==> src/rtl/ex_result_pkg.sv <==
// Shared op codes, entry layout and result resolution
// for the execute-stage result register.
package ex_result_pkg;

  localparam int XLEN = 64;

  localparam logic [3:0] EX_OP_ARITH = 4'd0;
  localparam logic [3:0] EX_OP_SLT   = 4'd1;
  localparam logic [3:0] EX_OP_SLTU  = 4'd2;
  localparam logic [3:0] EX_OP_BEQ   = 4'd8;
  localparam logic [3:0] EX_OP_BNE   = 4'd9;
  localparam logic [3:0] EX_OP_BLT   = 4'd10;
  localparam logic [3:0] EX_OP_BGE   = 4'd11;
  localparam logic [3:0] EX_OP_BLTU  = 4'd12;
  localparam logic [3:0] EX_OP_BGEU  = 4'd13;

  typedef struct packed {
    logic            illegal;
    logic            we;
    logic [4:0]      rd;
    logic [XLEN-1:0] data;
    logic            taken;
    logic [XLEN-1:0] target;
  } ex_ent_t;

  localparam int ENT_W = $bits(ex_ent_t);

  function automatic ex_ent_t ex_resolve(
    input logic [3:0]      op,
    input logic [4:0]      rd,
    input logic [XLEN-1:0] target,
    input logic [XLEN-1:0] y,
    input logic            altb,
    input logic            altbu,
    input logic            zero
  );
    ex_ent_t r;
    logic    tk;
    r    = '0;
    tk   = 1'b0;
    r.rd = rd;
    unique case (op)
      EX_OP_ARITH: begin
        r.data = y;
        r.we   = |rd;
      end
      EX_OP_SLT: begin
        r.data = XLEN'(altb);
        r.we   = |rd;
      end
      EX_OP_SLTU: begin
        r.data = XLEN'(altbu);
        r.we   = |rd;
      end
      EX_OP_BEQ:  tk = zero;
      EX_OP_BNE:  tk = ~zero;
      EX_OP_BLT:  tk = altb;
      EX_OP_BGE:  tk = ~altb;
      EX_OP_BLTU: tk = altbu;
      EX_OP_BGEU: tk = ~altbu;
      default: begin
        r.illegal = 1'b1;
        r.rd      = '0;
      end
    endcase
    r.taken  = tk;
    r.target = tk ? target : '0;
    return r;
  endfunction

endpackage

==> src/rtl/ex_result_fifo.sv <==
// Generic DEPTH x W register FIFO with occupancy count
// and synchronous flush.
module ex_result_fifo #(
  parameter int W     = 8,
  parameter int DEPTH = 2
) (
  input  logic                       clk,
  input  logic                       reset,
  input  logic                       flush_i,
  input  logic                       push_valid_i,
  output logic                       push_ready_o,
  input  logic [W-1:0]               push_data_i,
  input  logic                       pop_ready_i,
  output logic [W-1:0]               pop_data_o,
  output logic [$clog2(DEPTH+1)-1:0] count_o
);

  localparam int PW = $clog2(DEPTH);
  localparam int CW = $clog2(DEPTH+1);

  logic [W-1:0]  mem_q [DEPTH];
  logic [PW-1:0] wr_ptr_q, wr_ptr_d;
  logic [PW-1:0] rd_ptr_q, rd_ptr_d;
  logic [CW-1:0] count_q, count_d;
  logic          push, pop;

  assign push_ready_o = ~reset & (count_q != CW'(DEPTH));
  assign push = push_valid_i & push_ready_o & ~flush_i;
  assign pop  = (count_q != '0) & pop_ready_i & ~flush_i;

  always_comb begin
    wr_ptr_d = wr_ptr_q;
    rd_ptr_d = rd_ptr_q;
    count_d  = count_q;
    if (flush_i) begin
      wr_ptr_d = '0;
      rd_ptr_d = '0;
      count_d  = '0;
    end else begin
      if (push) wr_ptr_d = wr_ptr_q + 1'b1;
      if (pop)  rd_ptr_d = rd_ptr_q + 1'b1;
      if (push && !pop) count_d = count_q + 1'b1;
      if (pop && !push) count_d = count_q - 1'b1;
    end
  end

  always_ff @(posedge clk or posedge reset) begin
    if (reset) begin
      wr_ptr_q <= '0;
      rd_ptr_q <= '0;
      count_q  <= '0;
      for (int i = 0; i < DEPTH; i++) mem_q[i] <= '0;
    end else begin
      wr_ptr_q <= wr_ptr_d;
      rd_ptr_q <= rd_ptr_d;
      count_q  <= count_d;
      if (push) mem_q[wr_ptr_q] <= push_data_i;
    end
  end

  assign pop_data_o = mem_q[rd_ptr_q];
  assign count_o    = count_q;

endmodule

==> src/rtl/ex_result_stage.sv <==
// Execute-stage result register: resolves SLT/branch results
// and buffers them for writeback over valid/ready.
module ex_result_stage
  import ex_result_pkg::*;
#(
  parameter int DEPTH = 2
) (
  input  logic            clk,
  input  logic            reset,
  input  logic            flush,
  input  logic            in_valid,
  output logic            in_ready,
  input  logic [3:0]      in_op,
  input  logic [4:0]      in_rd,
  input  logic [XLEN-1:0] in_target,
  input  logic [XLEN-1:0] in_y,
  input  logic            in_altb,
  input  logic            in_altbu,
  input  logic            in_zero,
  output logic            out_valid,
  input  logic            out_ready,
  output logic            wb_we,
  output logic [4:0]      wb_rd,
  output logic [XLEN-1:0] wb_data,
  output logic            br_taken,
  output logic [XLEN-1:0] br_target,
  output logic            illegal
);

  ex_ent_t                    ent_in, head_raw, head;
  logic [ENT_W-1:0]           head_bits;
  logic [$clog2(DEPTH+1)-1:0] count;

  assign ent_in = ex_resolve(in_op, in_rd, in_target, in_y,
                             in_altb, in_altbu, in_zero);

  ex_result_fifo #(
    .W     (ENT_W),
    .DEPTH (DEPTH)
  ) u_fifo (
    .clk          (clk),
    .reset        (reset),
    .flush_i      (flush),
    .push_valid_i (in_valid),
    .push_ready_o (in_ready),
    .push_data_i  (ent_in),
    .pop_ready_i  (out_ready),
    .pop_data_o   (head_bits),
    .count_o      (count)
  );

  // Stale storage must never leak out once the FIFO drains.
  assign out_valid = (count != '0);
  assign head_raw  = ex_ent_t'(head_bits);
  assign head      = out_valid ? head_raw : '0;

  assign wb_we     = head.we;
  assign wb_rd     = head.rd;
  assign wb_data   = head.data;
  assign br_taken  = head.taken;
  assign br_target = head.target;
  assign illegal   = head.illegal;

endmodule
==> config.mk <==
export PLATFORM = sky130hd
export DESIGN_NAME = ex_result_stage
export DESIGN_NICKNAME = d
export VERILOG_FILES = /design/src/rtl/ex_result_pkg.sv /design/src/rtl/ex_result_fifo.sv /design/src/rtl/ex_result_stage.sv
export SDC_FILE = /design/constraint.sdc
export NUM_CORES = 1
export LEC_CHECK = 0
export ABC_CLOCK_PERIOD_IN_PS = 8770
export CORE_ASPECT_RATIO = 2
export CORE_MARGIN = 5
export CORE_UTILIZATION = 40
export CTS_BUF_LIST = sky130_fd_sc_hd__clkbuf_8
export DETAILED_ROUTE_END_ITERATION = 8
export GPL_TIMING_DRIVEN = 0
export PLACE_DENSITY = 0.8
export SYNTH_ARGS = -nofsm -noshare
export SYNTH_HDL_FRONTEND = slang
export SYNTH_SLANG_ARGS = --single-unit
==> constraint.sdc <==
create_clock -name clk -period 8.77 [get_ports clk]
set_input_delay 0.877 -clock clk [delete_from_list [all_inputs] [get_ports clk]]
set_output_delay 0.877 -clock clk [all_outputs]
set_load 0.01 [all_outputs]
==> run metrics <==
sequential cell area fraction in the yosys report 0.532; Post-Layout Cell Count 2218; clk_lat worst skew 530 ps; startpoint types register; Synth top area share 0.532; reg2reg setup slack 6740 ps; most frequent cells in the layout nand2_1, clkdlybuf4s50_1, dfrtp_1; Num CTS Buffers 39; crit path kind register to output pin; CP Capture Type output pin; DRC 0; Slew Limit Fails 0; gr usage total 0.218; setup ws final 4500 ps; Total Wirelength 39.8 mm; commonest non-fill, non-tap cell in the layout nand2_1; Core Region 32100 um2; number of I/O pins 283; root buf cell clkbuf_8; Synth area leader dfrtp_1; Worst-Margin Slew 1310 ps; first-pass GRT wire length 62.4 mm; DIE WIDTH 137 um; setup TNS 0 ps; Hold Buf Count CTS 0; Syn Nets 1584; Worst-path clk slew 60 ps; pre-CTS setup slack 5030 ps; Tot Pwr 2.76 mW; VDD IR max 97.2 uV; routability cong. 0.851; post-CTS setup buffers 0; antenna violations before repair 5; fin crit share 0.487; leakage power 6.72 nW; # placed instances 2149; Setup Viol. Count Final 0; RSZ-0062 raised after global routing false; Synth area leaders dfrtp_1, nand2_1, mux2i_1, o21ai_1, nor2_1; Area after DPL 16400 um2; synth warn 0; largest net degree at the start of global routing 124; full die area 36400 um2; post-DR wirelength/cell 17.9 um; number of library cell types mapped by synthesis 37; status finished, final reports clean; power per cell area 161 nW/um2; Via density 5.03; area added between synthesis and finish 32.0%; # nets final 1908; htree depth 2; Antenna Nets Post-Route 0; DRT Pass-1 Iters 5; minimum clock period 4270 ps; syn avg cell area 9.02 um2; Site Rows 93; Synth Register Bits 276; 1st-iter DRT viols 556; endpoints failing hold 0; number of port buffers 281; critical path required time 7890 ps; Initial Util 0.404; post-cts gate resize count 0; fmax 234 MHz; CP max FO 10; HP Class register to register; share of layout cells above drive strength 1 0.0789; hpwl dp 30.3 mm; Post-Syn Area 13000 um2; Sink Count 276; Slew HR 0.127; max-cap viol count 0; critical path arrival 3400 ps; DR vias 11200; Max Clock Skew 12.1 ps; CTS tree built; clock buffer depth 3; vias in the first global route 11900; Post-Syn Instances 1439; grt ovf 0; Die Span Y 265 um; Final Cell Area 17100 um2
metrics by stage:
step | utilization | hold slack, ps
2_1_floorplan | - | 448
3_3_place_gp | 0.509 | 460
3_5_place_dp | 0.511 | 468
4_1_cts | 0.533 | 484
5_1_grt | 0.534 | 499
6_report | 0.534 | 480
worst paths after layout:
kind | startpoint | to | cells past startpoint
max in group asynchronous | reset | u_fifo.mem_q[77]$_DFFE_PP0P_ | 4
hold reg to reg | u_fifo.mem_q[223]$_DFFE_PP0P_ | u_fifo.mem_q[223]$_DFFE_PP0P_ | 2
hold / removal | u_fifo.mem_q[223]$_DFFE_PP0P_ | u_fifo.mem_q[223]$_DFFE_PP0P_ | 2
setup reg to reg | u_fifo.count_o[1]$_DFFE_PP0P_ | u_fifo.mem_q[148]$_DFFE_PP0P_ | 6
setup / recovery | u_fifo.count_o[0]$_DFFE_PP0P_ | br_target[57] | 5
min in group asynchronous | reset | u_fifo.mem_q[188]$_DFFE_PP0P_ | 2
routing by layer:
layer  track usage  part of all wire
met3        0.0382             0.050
met1         0.222              0.35
met4         0.119             0.059
met5             0                 0
met2         0.408              0.55
cells in the mapped netlist, drive strengths merged:
master  number
nand2      464
dfrtp      276
o21ai      276
nor2       139
mux2i      137
buf         59
clkbuf      52
nand3        5
nor2b        4
a21oi        2
and2         2
inv          2
mux2         2
nand2b       2
nand3b       2
nor4         2
or4          2
xnor2        2
a211oi       1
a222oi       1
a31oi        1
nor3         1
nor4b        1
o211ai       1
or3          1
or4b         1
xor2         1
cells by family (layout without fill, tap and decap cells):
group           Yosys count  in the layout  share of synthesized area
simple gates            626            626                      0.190
buf+inv                 113            460                     0.0542
mux                     139            139                      0.107
flops                   276            276                      0.532
other cells               0              5                          0
xor+xnor                  3              3                    0.00202
compound gates          282            282                      0.115
layout make-up:
class	count	area, um2
flip-flops and latches	276	6910
multi-input cells	1050	5380
inverters	2	15.0
clock buffers	49	674
repair buffers	283	2870
clock inverters	15	62.6
fillers	2943	15000
well taps	427	534
diodes	5	12.5
plain buffers	111	697
worst max-delay path, stage by stage (launching register included):
cell and delay (ps):
dfrtp_1 440, nor2_1 190, clkbuf_1 980, clkbuf_1 510, nor2_1 220, clkdlybuf4s50_1 530
state kept, by name (all words and copies together) (netlist names):
name	cells
u_fifo.mem_q	272
u_fifo.wr_ptr_q	1
u_fifo.rd_ptr_q	1
u_fifo.count_o	2
where the power goes:
group	internal, mW	total (mW)	leakage, nW	switching, mW
Clock	0.499	0.962	0.430	0.463
Combinational	0.170	0.381	2.50	0.211
Sequential	1.36	1.41	3.79	0.0490
Total	2.03	2.76	6.72	0.723
Power figures use the tool's default switching activity.
